**config.mk**
```make
export PLATFORM = sky130hd
export DESIGN_NAME = instr_fetch_unit_flat
export DESIGN_NICKNAME = d
export VERILOG_FILES = /design/src/rtl/slc3_pkg.sv /design/src/rtl/instr_fetch_unit_if.sv /design/src/rtl/fetch_pc.sv /design/src/rtl/instr_fetch_unit.sv /design/src/flat_wrapper.sv
export SDC_FILE = /design/constraint.sdc
export NUM_CORES = 1
export LEC_CHECK = 0
export CAP_MARGIN = 0
export CORE_ASPECT_RATIO = 0.75
export CORE_MARGIN = 2
export CORE_UTILIZATION = 45
export DETAILED_ROUTE_END_ITERATION = 10
export PLACE_DENSITY = 0.77
export SETUP_SLACK_MARGIN = 0.4
export SYNTH_ARGS = -nofsm -noshare
export SYNTH_HDL_FRONTEND = slang
export SYNTH_HIERARCHICAL = 1
export SYNTH_SLANG_ARGS = --single-unit
```
**constraint.sdc**
```tcl
create_clock -name Clk -period 2.7 [get_ports Clk]
set_clock_uncertainty 0.2 [all_clocks]
set_input_delay 0.27 -clock Clk [delete_from_list [all_inputs] [get_ports Clk]]
set_output_delay 0.27 -clock Clk [all_outputs]
set_load 0.02 [all_outputs]
```
**src/rtl/slc3_pkg.sv**
```systemverilog
// Shared SLC-3 definitions: fetch FSM states, reset PC and opcode encodings.
package slc3_pkg;

    typedef enum logic [1:0] {
        F_IDLE = 2'd0,
        F_REQ  = 2'd1,
        F_WAIT = 2'd2,
        F_HOLD = 2'd3
    } fetch_state_t;

    localparam logic [15:0] DEFAULT_RESET_PC = 16'h0000;

    localparam logic [3:0] OP_BR   = 4'b0000;
    localparam logic [3:0] OP_ADD  = 4'b0001;
    localparam logic [3:0] OP_LDR  = 4'b0110;
    localparam logic [3:0] OP_STR  = 4'b0111;
    localparam logic [3:0] OP_AND  = 4'b0101;
    localparam logic [3:0] OP_NOT  = 4'b1001;
    localparam logic [3:0] OP_JMP  = 4'b1100;
    localparam logic [3:0] OP_JSR  = 4'b0100;
    localparam logic [3:0] OP_PSE  = 4'b1101;

    // Opcode field as consumed by decode.
    function automatic logic [3:0] ir_opcode(input logic [15:0] ir);
        return ir[15:12];
    endfunction

endpackage

```
**src/rtl/instr_fetch_unit_if.sv**
```systemverilog
// Fetch-unit bus: instruction-memory read handshake plus IR/valid/accept to decode.
interface instr_fetch_unit_if #(
    parameter int ADDR_W = 16,
    parameter int DATA_W = 16
);
    logic [ADDR_W-1:0] mem_addr;
    logic              mem_rd;
    logic              mem_ready;
    logic [DATA_W-1:0] mem_rdata;
    logic [DATA_W-1:0] IR;
    logic              ir_valid;
    logic              ir_accept;

    modport master (
        output mem_addr, mem_rd, IR, ir_valid,
        input  mem_ready, mem_rdata, ir_accept
    );

    modport slave (
        input  mem_addr, mem_rd, IR, ir_valid,
        output mem_ready, mem_rdata, ir_accept
    );
endinterface

```
**src/rtl/fetch_pc.sv**
```systemverilog
// Program counter register: Reset > load > increment, wrapping modulo 2^ADDR_W.
module fetch_pc #(
    parameter int                ADDR_W   = 16,
    parameter logic [ADDR_W-1:0] RESET_PC = '0
) (
    input  logic              Clk,
    input  logic              Reset,
    input  logic              load_i,
    input  logic              inc_i,
    input  logic [ADDR_W-1:0] target_i,
    output logic [ADDR_W-1:0] pc_o
);
    logic [ADDR_W-1:0] pc_q;
    logic [ADDR_W-1:0] pc_d;

    always_comb begin
        pc_d = pc_q;
        if (load_i) begin
            pc_d = target_i;
        end else if (inc_i) begin
            pc_d = pc_q + ADDR_W'(1);
        end
    end

    always_ff @(posedge Clk) begin
        if (Reset) begin
            pc_q <= RESET_PC;
        end else begin
            pc_q <= pc_d;
        end
    end

    assign pc_o = pc_q;
endmodule

```
**src/rtl/instr_fetch_unit.sv**
```systemverilog
// Fetch stage: PC/IR ownership, multi-cycle instruction read, IR handoff to decode.
module instr_fetch_unit
    import slc3_pkg::*;
#(
    parameter int                ADDR_W   = 16,
    parameter int                DATA_W   = 16,
    parameter logic [ADDR_W-1:0] RESET_PC = ADDR_W'(DEFAULT_RESET_PC),
    parameter int                WAIT_MAX = 255
) (
    input  logic                Clk,
    input  logic                Reset,
    input  logic                Run,
    input  logic                pc_load,
    input  logic [ADDR_W-1:0]   pc_target,
    output logic [ADDR_W-1:0]   PC,
    output logic                fetch_fault,
    instr_fetch_unit_if.master  bus
);
    localparam int                CNT_W     = $clog2(WAIT_MAX + 1);
    localparam logic [CNT_W-1:0]  WAIT_LAST = CNT_W'(WAIT_MAX - 1);

    fetch_state_t      state_q;
    logic [DATA_W-1:0] ir_q;
    logic              ir_valid_q;
    logic              mem_rd_q;
    logic [ADDR_W-1:0] mem_addr_q;
    logic              fault_q;
    logic [CNT_W-1:0]  wait_cnt_q;
    logic              pc_inc;

    // Redirect outranks the increment inside fetch_pc, so an abort never advances PC.
    assign pc_inc = (state_q == F_WAIT) && bus.mem_ready;

    fetch_pc #(
        .ADDR_W   (ADDR_W),
        .RESET_PC (RESET_PC)
    ) u_fetch_pc (
        .Clk      (Clk),
        .Reset    (Reset),
        .load_i   (pc_load),
        .inc_i    (pc_inc),
        .target_i (pc_target),
        .pc_o     (PC)
    );

    always_ff @(posedge Clk) begin
        if (Reset) begin
            state_q    <= F_IDLE;
            ir_q       <= '0;
            ir_valid_q <= 1'b0;
            mem_rd_q   <= 1'b0;
            mem_addr_q <= '0;
            fault_q    <= 1'b0;
            wait_cnt_q <= '0;
        end else begin
            case (state_q)
                F_IDLE: begin
                    if (Run && !fault_q) begin
                        state_q <= F_REQ;
                    end
                end
                F_REQ: begin
                    // A redirect landing here is issued directly, keeping mem_addr equal to PC.
                    mem_rd_q   <= 1'b1;
                    mem_addr_q <= pc_load ? pc_target : PC;
                    wait_cnt_q <= '0;
                    state_q    <= F_WAIT;
                end
                F_WAIT: begin
                    wait_cnt_q <= wait_cnt_q + CNT_W'(1);
                    if (pc_load) begin
                        mem_rd_q <= 1'b0;
                        state_q  <= F_REQ;
                    end else if (bus.mem_ready) begin
                        ir_q       <= bus.mem_rdata;
                        ir_valid_q <= 1'b1;
                        mem_rd_q   <= 1'b0;
                        state_q    <= F_HOLD;
                    end else if (wait_cnt_q == WAIT_LAST) begin
                        fault_q  <= 1'b1;
                        mem_rd_q <= 1'b0;
                        state_q  <= F_IDLE;
                    end
                end
                F_HOLD: begin
                    if (bus.ir_accept || pc_load) begin
                        ir_valid_q <= 1'b0;
                        state_q    <= Run ? F_REQ : F_IDLE;
                    end
                end
                default: begin
                    state_q <= F_IDLE;
                end
            endcase
        end
    end

    assign bus.IR       = ir_q;
    assign bus.ir_valid = ir_valid_q;
    assign bus.mem_rd   = mem_rd_q;
    assign bus.mem_addr = mem_addr_q;
    assign fetch_fault  = fault_q;
endmodule
```
**src/flat_wrapper.sv**
```systemverilog
// flat-port wrapper written by rule: the top's interface ports become plain ports
module instr_fetch_unit_flat import slc3_pkg::*;
#(
    parameter int                ADDR_W   = 16,
    parameter int                DATA_W   = 16,
    parameter logic [ADDR_W-1:0] RESET_PC = ADDR_W'(DEFAULT_RESET_PC),
    parameter int                WAIT_MAX = 255
)
  (Clk, Reset, Run, pc_load, pc_target, PC, fetch_fault, bus_mem_addr, bus_mem_rd, bus_IR, bus_ir_valid, bus_mem_ready, bus_mem_rdata, bus_ir_accept);
  instr_fetch_unit_if #(.ADDR_W(ADDR_W), .DATA_W(DATA_W)) bus_i ();
  input  logic Clk;
  input  logic Reset;
  input  logic Run;
  input  logic pc_load;
  input  logic [ADDR_W-1:0] pc_target;
  output logic [ADDR_W-1:0] PC;
  output logic fetch_fault;
  output wire logic [$bits(bus_i.mem_addr)-1:0] bus_mem_addr;
  output wire logic [$bits(bus_i.mem_rd)-1:0] bus_mem_rd;
  output wire logic [$bits(bus_i.IR)-1:0] bus_IR;
  output wire logic [$bits(bus_i.ir_valid)-1:0] bus_ir_valid;
  input wire logic [$bits(bus_i.mem_ready)-1:0] bus_mem_ready;
  input wire logic [$bits(bus_i.mem_rdata)-1:0] bus_mem_rdata;
  input wire logic [$bits(bus_i.ir_accept)-1:0] bus_ir_accept;
  assign bus_mem_addr = bus_i.mem_addr;
  assign bus_mem_rd = bus_i.mem_rd;
  assign bus_IR = bus_i.IR;
  assign bus_ir_valid = bus_i.ir_valid;
  assign bus_i.mem_ready = bus_mem_ready;
  assign bus_i.mem_rdata = bus_mem_rdata;
  assign bus_i.ir_accept = bus_ir_accept;
  instr_fetch_unit #(.ADDR_W(ADDR_W), .DATA_W(DATA_W), .RESET_PC(RESET_PC), .WAIT_MAX(WAIT_MAX)) u_core (.Clk(Clk), .Reset(Reset), .Run(Run), .pc_load(pc_load), .pc_target(pc_target), .PC(PC), .fetch_fault(fetch_fault), .bus(bus_i));
endmodule
```
# After elaboration in Yosys (flattened, before gate mapping)
# Cells that the tools add are included.
totals:
  in_bits: 38
  output_inout_bits: 51
  reg_bits: 61
classes:
  n_bitwise: 2
  n_addsub: 2
  n_eq_ne: 9
  reduce_logical: 13
  n_mux: 19
op_table:
  columns: ["operator", "count"]
  rows:
  - ["$mux 16", 3]
  - ["$add 16x1->16 const B", 1]
  - ["$pmux 8 s2", 1]
  - ["$mux 2", 5]
  - ["$add 8x1->8 const B", 1]
  - ["$eq 8x8->1 const B", 1]
  - ["$pmux 2 s4", 1]
  - ["$reduce_and 4->1", 2]
  - ["$mux 1", 7]
  - ["$reduce_and 3->1", 2]
  - ["$reduce_bool 2->1", 3]
  - ["$eq 2x2->1 const B", 2]
  - ["$ne 2x1->1 const B", 2]
  - ["$ne 2x2->1 const B", 2]
  - ["$ne 4x4->1 const B", 1]
  - ["$pmux 1 s2", 2]
  - ["$eq 2x1->1 const B", 1]
  - ["$logic_and 1x1->1", 2]
  - ["$logic_not 2->1", 1]
  - ["$not 1->1", 2]
  - ["$reduce_and 2->1", 1]
  - ["$logic_not 1->1", 1]
  - ["$logic_or 1x1->1", 1]

# Longest topological paths before layout
# Gate-level depths: netlist of the first run.
depth:
  word_depth: 5
  mapped_depth: 10

# Cells and area by module
# Netlist of the first run, hierarchy kept.
by_module_without_submodules:
  columns: ["mod", "instances", "area_each_um2", "seq_area_each_um2", "cells_each"]
  rows:
  - ["instr_fetch_unit", 1, 1993.2, 900.9, 219]
  - ["fetch_pc", 1, 984.7, 320.3, 112]

# Least setup slack after synthesis of the first run
# No wires, ideal clock.
synth_timing:
  path_kind: "register -> register"
  startpoint: "register u_core.state_q[0]"
  endpoint: "register u_core.u_fetch_pc.pc_q[11], in the netlist u_core/u_fetch_pc/pc_o[11]"
  synth_period_minus_slack_ns: 2.090
  setup_ns: 0.115
  t_required_ns: 2.385
  path_stages_with_launch: 11
  n_path_buf: 3
  arrival_time_ns: 1.775
  slack_ns: 0.610
  cell_sequence: "dfxtp_1 -> inv_1 -> ha_1 -> buf_6 -> and2_2 -> buf_6 -> nand4_4 -> buf_6 -> nor4_2 -> xor2_1 -> o21a_1"
synth_via:
  elab_chain_len: 3
synth_rtl:
  columns: ["element", "line_no", "source"]
  rows:
  - ["from (decl)", "instr_fetch_unit.sv:22", "fetch_state_t state_q;"]
  - ["from (signal assigned)", "instr_fetch_unit.sv:88", "state_q <= Run ? F_REQ : F_IDLE;"]
  - ["$eq 2x2->1", "instr_fetch_unit.sv:32", "assign pc_inc = (state_q == F_WAIT) && bus.mem_ready;"]
  - ["$logic_and 1x1->1", "instr_fetch_unit.sv:32", null]
  - ["via u_core.pc_inc", "instr_fetch_unit.sv:29", "logic pc_inc;"]
  - ["$reduce_bool 2->1 (no source line)", null, null]
  - ["to (signal assigned)", "fetch_pc.sv:29", "pc_q <= pc_d;"]
  - ["to (decl)", "fetch_pc.sv:13", "logic [ADDR_W-1:0] pc_q;"]
# The timed path passes the listed nets, and every way through them passes these cells.
# A chain may end at the register's enable or synchronous reset.

# Worst setup path after layout of the first run
layout_timing:
  startpoint: "register u_core.state_q[0]"
  endpoint: "register u_core.u_fetch_pc.pc_q[5], in the netlist u_core/u_fetch_pc/pc_o[5]"
# Same word-level chain as after synthesis.

==> metrics.md, run 1 <==
| Metric | Value |
|---|---|
| Outcome | complete, no violations |
| Clock sink total | 61 |
| Routed len/inst | 14.5 microns |
| Die W | 97.9 microns |
| Worst path required time | 2.76 ns |
| Gr ovfl total | 0 |
| Layout cells sized above 1 | 9.55% |
| WL final | 7270 microns |
| Register area share after synthesis | 41.0% |
| Area Overhead vs Synth | 36.1% |
| Top cells by area, synth | dfxtp_1 (41%), mux2i_1 (6.7%), a21oi_1 (6.4%) |
| Top cell type's share of synthesized area | 41.0% |
| Die Ht | 74.5 microns |
| Setup TNS | 0 ns |
| Worst Hold Slack | 0.243 ns |
| Final nets | 459 |
| First-pass GRT wire length | 11,600 microns |
| Max Cap Viol | 0 |
| N_diodes | 0 |
| IO Port Bufs | 88 |
| Max VDD drop | 0.373 mV |
| Worst setup SP type | flop |
| Initial antenna violation count | 0 |
| First drt pass iteration count | 4 |
| Cells after Synth | 331 |
| Max-slew violations | 0 |
| Pwr/cell area | 626 nW/um^2 |
| CTS Hold Bufs | 0 |
| Layer with the highest usage | met2 |
| Detailed Route Iter0 Violations | 172 |
| Via count | 2,584 |
| Clk pin slew, worst setup/hold paths | 0.07 ns |
| Dpl hpwl | 5170 microns |
| Post-synth top area cell | dfxtp_1 |
| Syn Area/Cell | 9.00 sq um |
| Design area | 4050 sq um |
| Largest net degree at the start of global routing | 46 |
| RePlAce Congestion | 0.779 |
| Die Area | 7290 sq um |
| Initial Utilization | 46.9% |
| Num CTS Buffers | 9 |
| Final core occ | 63.8% |
| Setup Fix Bufs, Post-CTS | 0 |
| Endpoints failing setup | 0 |
| Crit Path Category | reg2reg |
| Reg2reg setup slack | 0.54 ns |
| Syn_nets | 376 |
| I/O pins | 89 |
| Worst Hold Class | in2reg |
| Peak Freq | 463 MHz |
| Placed Area | 3850 sq um |
| Critical Path Fanout Max | 12 |
| H-tree levels | 3 |
| Post-synthesis cell type count | 41 |
| M3 GR Usage | 5.55% |
| Worst setup EP type | flop |
| Flops & latches, synth | 61 |
| Routed Antenna Nets | 0 |
| RSZ-0062 raised after global routing | no |
| Least-Margin Pin Slew | 0.732 ns |
| Dpl ws | 0.308 ns |
| Post-layout min period | 2.16 ns |
| Final std cells w/o fill | 500 |
| Synthesized area | 2980 sq um |
| Post-route setup slack | 0.540 ns |
| Drt drc | 0 |
| Total power | 2.54 mW |
| Leak pwr | 1.55 nW |
| GR Util met1 | 28.5% |
| Clk root buf | clkbuf_8 |
| WP data arrival | 2.22 ns |
| Rel. slew slack | 51.2% |
| Endpoints failing hold | 0 |
| Detail-routed via count per cell | 5.17 |
| Tot GR Track Use | 20.1% |
| Vias in the first global route | 2,345 |
| # placed instances | 484 |
| CTS max path bufs | 2 |
| Clock Latency Late Sink | 0.34 ns |
| Core area | 6350 sq um |
| # rows | 25 |
| Clock tree from TritonCTS | yes |
| Synth warn | 6 |
| Filler Cell Count | 527 |
| Met2 Use GR | 29.1% |
| Post-CTS Resized | 0 |
| Final Cycle Share | 80.0% |
## flip-flops by register name (all words and copies together) (netlist names)
name and flops:
u_core/wait_cnt_q 8, u_core/bus.ir_valid 1, u_core/u_fetch_pc/pc_o 16, u_core/bus.mem_addr 16, u_core/bus.mem_rd 1, u_core/fetch_fault 1, u_core/state_q 2, u_core/bus.IR 16
## cell usage after synthesis, drive strengths merged
| master | n |
|---|---|
| a211oi | 17 |
| a21o | 2 |
| a21oi | 38 |
| a2bb2oi | 1 |
| a311o | 1 |
| a311oi | 1 |
| and2 | 1 |
| and3 | 1 |
| and4 | 1 |
| buf | 9 |
| clkbuf | 12 |
| dfxtp | 61 |
| ha | 7 |
| inv | 17 |
| mux2i | 20 |
| nand2 | 40 |
| nand2b | 5 |
| nand3 | 5 |
| nand3b | 2 |
| nand4 | 10 |
| nor2 | 29 |
| nor3 | 5 |
| nor3b | 2 |
| nor4 | 6 |
| o21a | 10 |
| o21ai | 6 |
| o41ai | 1 |
| or3 | 3 |
| xnor2 | 5 |
| xor2 | 13 |
## cell type report
cell class                 count  area, sq um  area share [%]
tap                           81          101            2.50
clock buffer                  10          138            3.40
timing repair buffer          93          908            22.4
inverter                      17         66.3            1.64
clock inverter                 6         62.6            1.54
multi-input combinational    232         1560            38.4
sequential                    61         1220            30.1
## worst paths after layout
| check | startpoint | endpoint | cells past startpoint |
|---|---|---|---|
| worst max-delay path | u_core/state_q[0] | u_core/u_fetch_pc/pc_o[5] | 7 |
| worst max register to register | u_core/state_q[0] | u_core/u_fetch_pc/pc_o[5] | 7 |
| worst min-delay path | pc_load | u_core/bus.IR[10] | 4 |
| worst min register to register | u_core/bus.IR[0] | u_core/bus.IR[0] | 2 |
## cells by family after synthesis
group	share of synthesized area (%)
compound gates	16.5
xor+xnor	5.29
fa+ha+maj	2.94
simple gates	20.8
mux	6.72
flops	41.0
buf+inv	6.72
## power by group
group          switching (mW)  leakage, nW  internal, mW  total, mW
Sequential             0.0745        0.499         0.991       1.07
Clock                   0.354       0.0943         0.447      0.801
Combinational           0.358        0.958         0.312      0.670
Total                   0.787         1.55          1.75       2.54
## worst max-delay path, stage by stage (launching register included)
cell,delay [ns]
dfxtp_1,0.33
inv_1,0.17
ha_1,0.19
and2_2,0.24
nand4_4,0.27
or3_1,0.39
a21o_1,0.18
a21oi_1,0.14
## routing by layer
layer  wire length (microns)  up-vias
met5                       0        -
met3                     386        9
met1                    3640     1175
met2                    3120       74
met4                     116        0
li1                        -     1326
## layout by cell type, fill, tap and decap left out, drive strengths merged, types with 7 or more instances in the layout
master	count
dfxtp	61
nand2	40
clkbuf	10
a211oi	17
o21a	10
nand4	10
buf	7
xor2	13
a21oi	38
ha	7
mux2i	20
clkdlybuf4s50	86
inv	17
nor2	29
Note: power is estimated with default switching activity, not from simulation.
==> inputs of run 2 (changes only) <==
==> constraint.sdc (replaced) <==
create_clock -name Clk -period 2.09 [get_ports Clk]
set_clock_uncertainty 0.2 [all_clocks]
set_input_delay 0.209 -clock Clk [delete_from_list [all_inputs] [get_ports Clk]]
set_output_delay 0.209 -clock Clk [all_outputs]
set_load 0.02 [all_outputs]
==> run 2 against run 1 <==
Compared with the run above: die area unchanged; power increased by 25%; highest routed layer unchanged; fmax is 23% higher.
==> metrics.md, run 2 (synthesized netlist as in run 1, its figures left out) <==
| Metric | Value |
|---|---|
| Post-layout min period | 1.75 ns |
| Final Cycle Share | 83.8% |
| Peak Freq | 571 MHz |
| Detailed Route Iter0 Violations | 101 |
| RSZ-0062 raised after global routing | yes |
| Worst setup EP type | flop |
| Pwr/cell area | 738 nW/um^2 |
| Worst Hold Class | in2reg |
| Clk pin slew, worst setup/hold paths | 0.06 ns |
| Final core occ | 67.4% |
| Initial antenna violation count | 0 |
| Die Area | 7290 sq um |
| First-pass GRT wire length | 12,000 microns |
| Outcome | complete, no violations |
| CTS Hold Bufs | 0 |
| Combined area of the multi-input logic cells | 1700 sq um |
| Filler Cell Count | 531 |
| Area Overhead vs Synth | 43.8% |
| Num CTS Buffers | 9 |
| Routed Antenna Nets | 0 |
| Critical Path Fanout Max | 3 |
| Core area | 6350 sq um |
| WP data arrival | 1.81 ns |
| M3 GR Usage | 6.77% |
| Endpoints failing setup | 0 |
| Critical R2R Capture | u_core/u_fetch_pc/pc_o[5] |
| Clock Latency Late Sink | 0.34 ns |
| Crit Path Category | reg2reg |
| Worst setup SP type | flop |
| Leak pwr | 2.02 nW |
| Clk root buf | clkbuf_8 |
| Hold EP | u_core/fetch_fault |
| Die W | 97.9 microns |
| Dpl hpwl | 5050 microns |
| # rows | 25 |
| Total power | 3.16 mW |
| Die Ht | 74.5 microns |
| Final std cells w/o fill | 515 |
| Switching share of power | 32.6% |
| I/O pins | 89 |
| RePlAce Congestion | 0.821 |
| Setup TNS | 0 ns |
| IO Port Bufs | 88 |
| WL final | 7590 microns |
| Rel. slew slack | 60.8% |
| Max-slew violations | 0 |
| Vias in the first global route | 2,448 |
| Leading cell type in the layout, fill and taps excluded | dfxtp_1 |
| NetSw | 1.03 mW |
| Max VDD drop | 0.584 mV |
| Storage cell area | 1230 sq um |
| GR Util met1 | 27.2% |
| Reg2reg setup slack | 0.34 ns |
| N_diodes | 0 |
| Clk pwr share | 28.4% |
| P_int | 2.13 mW |
| Max Cap Viol | 0 |
| Gr ovfl total | 0 |
| Sequential cell fraction of total power | 43.5% |
| Met2 Use GR | 32.8% |
| Initial Utilization | 46.9% |
| Layer with the highest usage | met2 |
| Hold Path Stages | 2 |
| Most frequent cells in the layout | dfxtp_1 (56), dlygate4sd2_1 (48), nand2_1 (39) |
| CTS max path bufs | 2 |
| # placed instances | 490 |
| First drt pass iteration count | 4 |
| Drt drc | 0 |
| Detail-routed via count per cell | 5.19 |
| Origin of the critical flop-to-flop path | u_core/state_q[0] |
| Via count | 2,671 |
| Worst Hold Launch | Reset |
| Reg2reg path depth | 7 |
| Tot GR Track Use | 20.7% |
| Endpoints failing hold | 0 |
| Final nets | 475 |
| Clock sink total | 61 |
| Least-Margin Pin Slew | 0.588 ns |
| Combinational Power Share | 28.1% |
| Worst path required time | 2.15 ns |
| Layout cells sized above 1 | 16.6% |
| H-tree levels | 3 |
| Routed len/inst | 14.7 microns |
| Clock tree from TritonCTS | yes |
| Largest net degree at the start of global routing | 34 |
-- run 2: changes by cell type in the layout (fill, tap and decap cells not counted), moves of 5 or more --
cell and change:
dfxtp_1 -5, dlygate4sd2_1 +48, buf_4 +10, clkdlybuf4s50_1 -51
-- run 2: repair_timing --
| item | in CTS | in global routing |
|---|---|---|
| gates cloned | 1 | 2 |
| endpoints found under the setup margin | 62 | 37 |
| pin swaps | 7 | 4 |
| gates resized for setup | 58 | 16 |
| hold endpoints to repair | 0 | 0 |
| buffers inserted | 6 | 1 |
-- run 2: routing by layer --
| layer | vias up | routed length, microns |
|---|---|---|
| met1 | 1248 | 3610 |
| met2 | 68 | 3530 |
| li1 | 1347 | - |
| met4 | 0 | 72 |
| met3 | 8 | 377 |
| met5 | - | 0 |
-- run 2: through the flow --
stage | instance area (sq um) | worst slack [ns] | hold WS (ns)
4_1_cts | 4210 | 0.274 | 0.145
3_3_place_gp | 4000 | 0.130 | 0.240
3_5_place_dp | 4000 | 0.0771 | 0.247
5_1_grt | 4280 | 0.241 | 0.174
2_1_floorplan | 3070 | 0.208 | 0.145
6_report | 4280 | 0.338 | 0.158
-- run 2: power by group through the flow --
| stage | combinational (mW) | clock [mW] | sequential [mW] |
|---|---|---|---|
| final | 0.890 | 0.898 | 1.37 |
| after global routing | 0.964 | 0.982 | 1.39 |
| after floorplan | 0.390 | 0 | 1.52 |
| after global placement | 0.871 | 0 | 1.40 |
| after CTS | 0.862 | 0.935 | 1.37 |
| after detailed placement | 0.888 | 0 | 1.40 |
-- run 2: worst max-delay path by stage --
stage,to,cells after the start,slack [ns],startpoint
2_1_floorplan,u_core/u_fetch_pc/pc_o[10],10,0.21,u_core/state_q[0]
3_3_place_gp,u_core/u_fetch_pc/pc_o[15],7,0.13,bus_mem_ready
3_5_place_dp,u_core/u_fetch_pc/pc_o[15],7,0.08,bus_mem_ready
4_1_cts,PC[2],1,0.27,u_core/u_fetch_pc/pc_o[2]
5_1_grt,u_core/u_fetch_pc/pc_o[13],8,0.24,u_core/state_q[0]
6_report,u_core/u_fetch_pc/pc_o[5],7,0.34,u_core/state_q[0]
-- run 2: area by class of cell --
class | instances | share of cell area [%]
flip-flops and latches | 61 | 28.7
inverters | 17 | 1.61
well taps | 81 | 2.37
multi-input cells | 232 | 39.6
clock buffers | 11 | 3.30
repair buffers | 109 | 23.8
clock inverters | 4 | 0.584
-- run 2: critical path, cell delays in order (launching register included) --
cell     delay (ns)
dfxtp_4        0.35
inv_4          0.06
ha_4           0.12
and2_4         0.16
nand4_4        0.14
or3_1          0.33
a21o_1         0.18
a21oi_2        0.13
